**src/rtl/mod_instr_fetch.sv**
```systemverilog
// mod_instr_fetch: single-issue fetch stage with PC, instruction register and next-PC selection.
module mod_instr_fetch #(
  parameter logic [31:0] RESET_PC = 32'h0000_0000
) (
  input  logic        clk,
  input  logic        rst_n,
  output logic        imem_req,
  output logic [31:0] imem_addr,
  input  logic        imem_ack,
  input  logic [31:0] imem_rdata,
  input  logic        stall,
  input  logic        branch,
  input  logic        jump,
  input  logic        zero,
  output logic        instr_valid,
  output logic [31:0] instr,
  output logic [5:0]  opcode,
  output logic [5:0]  funct,
  output logic [4:0]  rs,
  output logic [4:0]  rt,
  output logic [4:0]  rd,
  output logic [31:0] imm_sext,
  output logic [31:0] pc,
  output logic [31:0] pc_plus4,
  output logic [31:0] instr_count
);
  typedef enum logic [1:0] {IDLE, FETCH, ISSUE} state_t;
  localparam logic [31:0] PC0 = RESET_PC & ~32'd3;
  state_t state;
  logic [31:0] next_pc;
  assign opcode    = instr[31:26];
  assign funct     = instr[5:0];
  assign rs        = instr[25:21];
  assign rt        = instr[20:16];
  assign rd        = instr[15:11];
  assign imm_sext  = {{16{instr[15]}}, instr[15:0]};
  assign pc_plus4  = pc + 32'd4;
  assign imem_addr = pc;
  // jump outranks a taken branch
  assign next_pc = jump ? {pc_plus4[31:28], instr[25:0], 2'b00} :
                   (branch && zero) ? pc_plus4 + {imm_sext[29:0], 2'b00} : pc_plus4;
  always_ff @(posedge clk or negedge rst_n) begin
    if (!rst_n) begin
      state       <= IDLE;
      pc          <= PC0;
      instr       <= '0;
      instr_count <= '0;
      imem_req    <= 1'b0;
      instr_valid <= 1'b0;
    end else begin
      case (state)
        IDLE: begin
          state    <= FETCH;
          imem_req <= 1'b1;
        end
        FETCH: if (imem_ack) begin
          instr       <= imem_rdata;
          state       <= ISSUE;
          imem_req    <= 1'b0;
          instr_valid <= 1'b1;
        end
        ISSUE: if (!stall) begin
          pc          <= next_pc;
          instr_count <= instr_count + 32'd1;
          state       <= FETCH;
          imem_req    <= 1'b1;
          instr_valid <= 1'b0;
        end
        default: begin
          state       <= IDLE;
          imem_req    <= 1'b0;
          instr_valid <= 1'b0;
        end
      endcase
    end
  end
endmodule

```
**config.mk**
```make
export PLATFORM = sky130hd
export DESIGN_NAME = mod_instr_fetch
export DESIGN_NICKNAME = d
export VERILOG_FILES = /design/src/rtl/mod_instr_fetch.sv
export SDC_FILE = /design/constraint.sdc
export NUM_CORES = 1
export LEC_CHECK = 0
export ABC_AREA = 0
export CAP_MARGIN = 20
export CELL_PAD_IN_SITES_DETAIL_PLACEMENT = 1
export CELL_PAD_IN_SITES_GLOBAL_PLACEMENT = 2
export CORE_MARGIN = 2
export CORE_UTILIZATION = 24
export CTS_CLUSTER_DIAMETER = 150
export DETAILED_ROUTE_END_ITERATION = 8
export PLACE_DENSITY = 0.83
export SLEW_MARGIN = 20
export SYNTH_ARGS = -nofsm -noshare
export SYNTH_HDL_FRONTEND = slang
export SYNTH_SLANG_ARGS = --single-unit
```
**constraint.sdc**
```tcl
create_clock -name clk -period 4.15 [get_ports clk]
set_input_delay 0.83 -clock clk [delete_from_list [all_inputs] [get_ports clk]]
set_output_delay 0.83 -clock clk [all_outputs]
set_load 0.01 [all_outputs]
```
Word-level counts from Yosys, hierarchy flattened
Index checks and enable logic that the tools add are counted.
Storage, ports and cells
  flip-flop bits (word level): 100
  input bits: 39
  output and inout bits: 221
  logic and storage cells: 32
Operators by class
  $add $sub $neg: 3
  equality and inequality tests: 4
  muxes and demuxes: 11
  bitwise logic cells: 2
  reduce and logical (&&, ||, !) cells: 6
Operator list (number)
  $mux 32: 2
  $add 32x1->32 const B: 1
  $add 32x3->32 const B: 1
  $add 32x32->32: 1
  $pmux 1 s3: 2
  $pmux 2 s3: 1
  $reduce_and 2->1: 3
  $mux 1: 4
  $mux 2: 2
  $ne 2x2->1 const B: 2
  $reduce_and 3->1: 1
  $eq 2x1->1 const B: 1
  $eq 2x2->1 const B: 1
  $logic_not 2->1: 1
  $not 1->1: 2
  $logic_and 1x1->1: 1

Logic depth before layout (Yosys ltp)
Gate-level depths: netlist of run 1.
  depth in word-level cells: 4
  gate-level depth with buffers: 16
  gate-level depth less buffers: 15

Worst setup path after synthesis of run 1
OpenSTA, ideal clock, no wires.
  path kind: register -> register
  from: register pc[8] (netlist: imem_addr[8])
  to: register pc[31] (netlist: imem_addr[31])
  setup time: 68 ps
  arrival: 4180 ps
  required time: 4082 ps
  slack: -98 ps
  cell stages (with the launch flop): 17
  buffers on the path: 1
  clock period less this slack: 4248 ps
  path through: dfrtp_1 > and4_1 > nand3_1 > or3_1 > or2_1 > xnor2_1 > ha_1 > buf_6 > a21o_1 > a21o_1 > a21o_1 > a21o_1 > a2111oi_4 > nor4_1 > a221o_1 > or3_1 > nand3_1
On the way
  word-level cells in the longest chain between the ends: 4
Ends and longest elaborated chain
  start: declaration: RTL line 23  | output logic [31:0] pc,
  start signal: assignment: RTL line 63  | pc <= next_pc;
  $add 32x3->32: RTL line 37  | assign pc_plus4 = pc + 32'd4;
  via pc_plus4[24]: RTL line 24  | output logic [31:0] pc_plus4,
  $add 32x32->32: RTL line 41  | (branch && zero) ? pc_plus4 + {imm_sext[29:0], 2'b00} : pc_plus4;
  $mux 32: RTL line 41
  $mux 32: RTL line 40  | assign next_pc = jump ? {pc_plus4[31:28], instr[25:0], 2'b00} :
The timed path passes the listed nets, and every way through them passes these cells.
A chain may end at the register's enable or synchronous reset.

Worst setup path after layout of run 1
  from: register pc[8] (netlist: imem_addr[8])
  to: register pc[31] (netlist: imem_addr[31])
On the way
  word-level cells in the longest chain between the ends: 4
Ends and longest elaborated chain (RTL line)
  $add 32x3->32 (*): 37
  $add 32x32->32: 41
  $mux 32: 41
  $mux 32 (*): 40
Every way passes the cells marked *; elsewhere a longest branch is shown, timed or not.

==> run_results.csv, run 1 <==
group,metric,value,unit
run_status,run_status,"finished clean",
placement,post_dp_cell_area,9840,um2
logic_synthesis,async_reset_ff_share,100,%
clock_tree,cts_tree,"yes",
sta,final.setup_skew,0.0118,ns
setup_path,worstSetupStartpointType,"register",
clock_tree,insertion_delay,0.36,ns
sta,maxSlewHeadroom,41.3,%
placement,gp_routability_congestion,0.866,
setup_path,arrival,4.34,ns
sta,setup-violations-final,0,
power_and_ir_drop,power_per_cell_area,883,nW/um2
grt,gr-total-overflow,0,
setup_path,critical_path_destination,"imem_addr[31]",
drt,drt-initial-drc-count,385,
clock_tree,cts_root_buffer,"clkbuf_16",
sta,fmax,0.247,GHz
sta,max_slew.worst_pin.slew,0.879,ns
sta,timing.final.crit_share,97.4,%
die,std_cell_rows,63,
sta,slew_viol_final,0,
setup_path,required,4.45,ns
die,floorplan.die.width,178,um
placement,worst_setup_timing_slack_at_the_placement_stage,0.0382,ns
grt,grt_pass1_vias,6925,
die,initial_core_util,24.4,%
cells_and_area,multiInputGateArea,4030,um2
drt,drt_drc_violations_left,0,
drt,drt_wl_total,26.7,mm
clock_tree,cts.hold.buffers_added,0,
logic_synthesis,yosys_warnings,0,
setup_path,regToRegStartpoint,"imem_addr[8]",
drt,routedWlPerCell,18.8,um
die,die_h,178,um
cells_and_area,n_fill_cell,3443,
grt,grt_max_degree,56,
clock_tree,clock_tree.buffer_depth,2,
logic_synthesis,synth_top_cells_by_area,"dfrtp_1 (33%), buf_4 (9.8%), xnor2_1 (6.4%)",
cells_and_area,area.growth.synth_to_final,40.6,%
clock_tree,cts_htree_levels,3,
drt,via_per_inst,4.75,
logic_synthesis,synthesis.area,7250,um2
min_path,hold_path.class,"reg -> reg",
cells_and_area,drive_gt1_share,11.3,%
placement,detailed_place_hpwl,21.0,mm
logic_synthesis,post-synth-top-area-fraction,33.5,%
logic_synthesis,synth_seq_cells,97,
placement,portBuffers,253,
logic_synthesis,syn_area_per_cell,8.79,um2
die,fp.coreArea,29700,um2
cells_and_area,num_antenna_cells,0,
grt,number_of_antenna_violations_at_the_first_check_in_global_routing,0,
grt,grt_use_total,16.7,%
clock_tree,tritoncts.num_buffers,9,
logic_synthesis,netlist_instances,825,
clock_tree,postCtsSetupRepairBufs,0,
job,drv_cap,0,
drt,final_antenna_net_count,0,
power_and_ir_drop,vdd_ir_drop_max,0.312,mV
die,io_pins,260,
setup_path,worst-path-max-fanout,3,
grt,grt_pass1_wl,40.6,mm
sta,rsz_0062_raised_after_global_routing,"yes",
clock_tree,cts.sink_count,97,
cells_and_area,register_area,2430,um2
setup_path,timing.setup.critical_path_class,"reg -> reg",
sta,hold-worst-slack,0.478,ns
setup_path,timing.reg2reg.worst_path_depth,15,
setup_path,worstReg2RegEnd,"imem_addr[31]",
drt,first_drt_pass_iteration_count,4,
setup_path,critPathLaunch,"imem_addr[8]",
power_and_ir_drop,leakage,4.25,nW
clock_tree,cts.reportedPaths.clkPinSlew,0.09,ns
setup_path,crit_path_end_kind,"register",
setup_path,rrSetupSlack,0.11,ns
logic_synthesis,yosys.cell_count.top_type,"dfrtp_1",
die,die_area,31600,um2
cells_and_area,finalCoreUtilization,34.3,%
logic_synthesis,yosys-top-cells-count,"dfrtp_1 (97), buf_4 (95), nand2_1 (86)",
cells_and_area,stdcell_area,10200,um2
sta,hold_viol,0,
logic_synthesis,yosys.cell_types.count,62,
logic_synthesis,top_cell_type_by_total_area_after_synthesis,"dfrtp_1",
sta,post-route-worst-setup-slack,0.109,ns
cells_and_area,design.final.nets,1096,
drt,via_count,6713,
logic_synthesis,yosysSeqAreaShare,33.5,%
sta,fin_crit,4.04,ns
logic_synthesis,edff_count_synth,0,
logic_synthesis,main_synth_ff_type,"dfrtp_1",
cell families after synthesis:
logic type,Yosys count,share of synthesized area [%]
other cells,1,0.0517
simple gates,261,17.0
flops,97,33.5
buf+inv,132,11.9
compound gates,177,15.2
fa+ha+maj,38,6.66
mux,40,6.09
xor+xnor,79,9.65
metal layers:
| metal | part of all wire, % | vias up | track usage [%] | wire, um |
|---|---|---|---|---|
| met1 | 45 | 3331 | 22.0 | 11900 |
| met5 | 0 | - | 0 | 0 |
| met2 | 49 | 187 | 28.4 | 13000 |
| met3 | 5.2 | 15 | 2.89 | 1380 |
| met4 | 1.4 | 0 | 3.79 | 365 |
| li1 | - | 3180 | - | - |
state kept, by name, summed over array words and instances (netlist names):
signal and cells:
instr 32, state 2, instr_count 32, imem_addr 30
instr_valid 1
layout make-up:
class | instances | area share (%)
clock buffer | 9 | 2.21
clock inverter | 7 | 0.872
inverter | 11 | 0.405
multi-input combinational | 601 | 39.5
sequential | 97 | 23.8
tap | 390 | 4.79
timing repair buffer | 299 | 28.3
layout by cell type, fill, tap and decap left out, types with 3 or more instances in the layout:
cell type,instances
clkdlybuf4s50_1,252
dfrtp_1,96
nand2_1,85
nor2_1,56
a21oi_1,56
xnor2_1,50
buf_4,46
nand3_1,39
ha_1,37
mux2_2,32
o21ai_0,26
xor2_1,25
o21ai_1,25
and3_1,20
a21o_1,18
inv_1,11
nor3_1,10
nand4_1,10
a211oi_1,9
o211ai_1,9
clkbuf_16,9
mux2i_1,7
or3_1,6
nand2b_1,6
o22ai_1,6
conb_1,6
nor2b_1,4
and4_1,3
xnor2_2,3
a31oi_1,3
o21bai_1,3
o21a_1,3
o31ai_1,3
worst max-delay path, cell delays in order, from the launching register on:
cell and delay, ns:
dfrtp_2 0.36, and4_1 0.26, nand3_1 0.12, or3_1 0.45, or2_4 0.30, xnor2_2 0.15
ha_1 0.31, a21o_1 0.22, a21o_1 0.18, a21o_1 0.20, a21o_1 0.22, a2111oi_4 0.39
nor4_1 0.08, a221o_1 0.30, or3_1 0.37, nand3_1 0.08
how the worst min path moves through the flow:
stage | start | end | cells after the start
after floorplan | instr_count[31] | instr_count[31] | 1
after global placement | instr_count[31] | instr_count[31] | 1
after detailed placement | instr_count[31] | instr_count[31] | 1
after CTS | instr_count[31] | instr_count[31] | 1
after global routing | instr_count[23] | instr_count[23] | 1
final | instr_count[31] | instr_count[31] | 1
report_power, final:
part           internal [W]  leakage, nW  switching, W  total (W)
sequential          0.00127         1.22      0.000485    0.00175
clock              0.000439        0.153      0.000458   0.000898
combinational       0.00316         2.88       0.00318    0.00634
total               0.00487         4.25       0.00413    0.00899
timing repair:
item                                    CTS  global route
endpoints found under the setup margin    0             5
hold endpoints to repair                  0             0
resized for setup                         0             8
per-stage QoR:
stage / power (W) / cells / TNS [ns]
finish: 0.00899 / 1414 / 0
global route: 0.00966 / 1414 / -0.0671
CTS: 0.00905 / 1414 / 0
detailed placement: 0.00810 / 1398 / 0
global placement: 0.00803 / 1398 / 0
floorplan: 0.00549 / 830 / 0
No activity file was read; power rests on OpenSTA's default activity.
==> run 2: changes to the inputs <==
Settings changed: CTS_CLUSTER_SIZE set to 25, MAX_ROUTING_LAYER set to met4.
==> run 2 against run 1 <==
  * Final area did not move
  * Non-clock buffer count is the same
  * Global-route usage grew 0.48 points
  * Flip-flop and latch count did not move
  * Final cell count is the same
  * Die area unchanged
==> run_results.csv, run 2 (synthesized netlist as in run 1, its figures left out) <==
group,metric,value,unit
sta,slew_viol_final,0,
sta,hold_viol,0,
sta,timing.final.crit_share,97.5,%
power_and_ir_drop,switching_share,45.9,%
drt,via_count,6719,
clock_tree,cts_tree,"yes",
clock_tree,cts_htree_levels,3,
cells_and_area,finalCoreUtilization,34.3,%
clock_tree,clock_tree.buffer_depth,2,
clock_tree,cts.reportedPaths.clkPinSlew,0.09,ns
cells_and_area,drive_gt1_share,11.3,%
die,die_h,178,um
die,std_cell_rows,63,
clock_tree,cts_root_buffer,"clkbuf_16",
die,initial_core_util,24.4,%
setup_path,worst-path-max-fanout,3,
drt,final_antenna_net_count,0,
grt,grt_max_degree,56,
clock_tree,insertion_delay,0.36,ns
setup_path,arrival,4.35,ns
die,floorplan.die.width,178,um
placement,worst_setup_timing_slack_at_the_placement_stage,0.0382,ns
setup_path,timing.reg2reg.worst_path_depth,15,
sta,fin_crit,4.05,ns
min_path,holdPathStages,1,
cells_and_area,area.growth.synth_to_final,40.6,%
power_and_ir_drop,leakage,4.25,nW
power_and_ir_drop,switching_power,0.00413,W
grt,grt_pass1_vias,6940,
drt,drt_wl_total,26.7,mm
placement,detailed_place_hpwl,21.0,mm
grt,grt_pass1_wl,40.5,mm
clock_tree,cts.hold.buffers_added,0,
sta,rsz_0062_raised_after_global_routing,"yes",
job,drv_cap,0,
cells_and_area,n_fill_cell,3443,
power_and_ir_drop,power_per_cell_area,883,nW/um2
clock_tree,post_cts_resized,0,
cells_and_area,num_antenna_cells,0,
setup_path,required,4.45,ns
drt,first_drt_pass_iteration_count,4,
drt,wl_met3,1.35,mm
sta,post-route-worst-setup-slack,0.103,ns
cells_and_area,design.final.nets,1096,
power_and_ir_drop,vdd_ir_drop_max,0.312,mV
die,io_pins,260,
placement,portBuffers,253,
drt,total_length_of_routed_met2_wires,13.0,mm
clock_tree,tritoncts.num_buffers,9,
drt,routedWlPerCell,18.9,um
placement,post_dp_cell_area,9840,um2
drt,drt-initial-drc-count,362,
min_path,hold_path.class,"reg -> reg",
drt,routedLengthMet1,11.9,mm
drt,via_per_inst,4.75,
power_and_ir_drop,pwr-share-seq,19.5,%
power_and_ir_drop,clkPwrFrac,10.0,%
grt,gr-total-overflow,0,
setup_path,timing.setup.critical_path_class,"reg -> reg",
cells_and_area,final_common_cell,"clkdlybuf4s50_1",
sta,max_slew.worst_pin.slew,0.880,ns
grt,grt_use_total,17.2,%
cells_and_area,stdcell_area,10200,um2
placement,gp_routability_congestion,0.880,
sta,fmax,0.247,GHz
power_and_ir_drop,logic_gate_share_of_total_power,70.5,%
die,fp.coreArea,29700,um2
sta,final.setup_skew,0.0111,ns
clock_tree,postCtsSetupRepairBufs,0,
sta,hold-worst-slack,0.480,ns
sta,timing.setup.tns,0,ns
drt,highest-signal-layer,"met4",
sta,maxSlewHeadroom,41.1,%
run_status,run_status,"finished clean",
sta,setup-violations-final,0,
clock_tree,cts.sink_count,97,
cells_and_area,final_cell_mix,"clkdlybuf4s50_1 (252), dfrtp_1 (96), nand2_1 (85)",
die,die_area,31600,um2
setup_path,crit_path_end_kind,"register",
drt,drt_drc_violations_left,0,
power_and_ir_drop,cell_internal_pwr,0.00486,W
setup_path,worstSetupStartpointType,"register",
grt,number_of_antenna_violations_at_the_first_check_in_global_routing,0,
-- run 2: worst paths after layout --
check | start | endpoint | slack [ns]
setup / recovery | imem_addr[8] | imem_addr[31] | 0.10
hold / removal | instr_count[31] | instr_count[31] | 0.48
setup reg to reg | imem_addr[8] | imem_addr[31] | 0.10
hold reg to reg | instr_count[31] | instr_count[31] | 0.48
max in group asynchronous | rst_n | instr[0] | 2.74
min in group asynchronous | rst_n | instr[31] | 0.55
-- run 2: final cells by class --
| type | count | area, um2 | share of cell area, % |
|---|---|---|---|
| clock buffers | 9 | 225 | 2.21 |
| clock inverters | 7 | 88.8 | 0.872 |
| inverters | 11 | 41.3 | 0.405 |
| multi-input cells | 601 | 4030 | 39.5 |
| flip-flops and latches | 97 | 2430 | 23.8 |
| well taps | 390 | 488 | 4.79 |
| repair buffers | 299 | 2890 | 28.3 |
-- run 2: power by group through the flow --
stage | clock network (W) | logic, W | registers (W)
3_5_place_dp | 0 | 0.00632 | 0.00178
5_1_grt | 0.000957 | 0.00689 | 0.00182
4_1_cts | 0.000926 | 0.00636 | 0.00177
3_3_place_gp | 0 | 0.00627 | 0.00176
2_1_floorplan | 0 | 0.00363 | 0.00186
6_report | 0.000896 | 0.00634 | 0.00176
-- run 2: metrics by stage --
step | instances | power (W)
2_1_floorplan | 830 | 0.00549
3_3_place_gp | 1398 | 0.00803
3_5_place_dp | 1398 | 0.00810
4_1_cts | 1414 | 0.00905
5_1_grt | 1414 | 0.00967
6_report | 1414 | 0.00899
-- run 2: metal layers --
layer	track usage, %	up-vias
met5	-	-
met4	3.79	0
met3	2.74	20
met2	28.5	203
met1	22.0	3317
li1	-	3179
-- run 2: worst max-delay path, stage by stage (launching register included) --
cell,delay (ns)
dfrtp_2,0.36
and4_1,0.26
nand3_1,0.12
or3_1,0.46
or2_4,0.30
xnor2_2,0.15
ha_1,0.31
a21o_1,0.22
a21o_1,0.18
a21o_1,0.20
a21o_1,0.22
a2111oi_4,0.39
nor4_1,0.08
a221o_1,0.30
or3_1,0.37
nand3_1,0.08
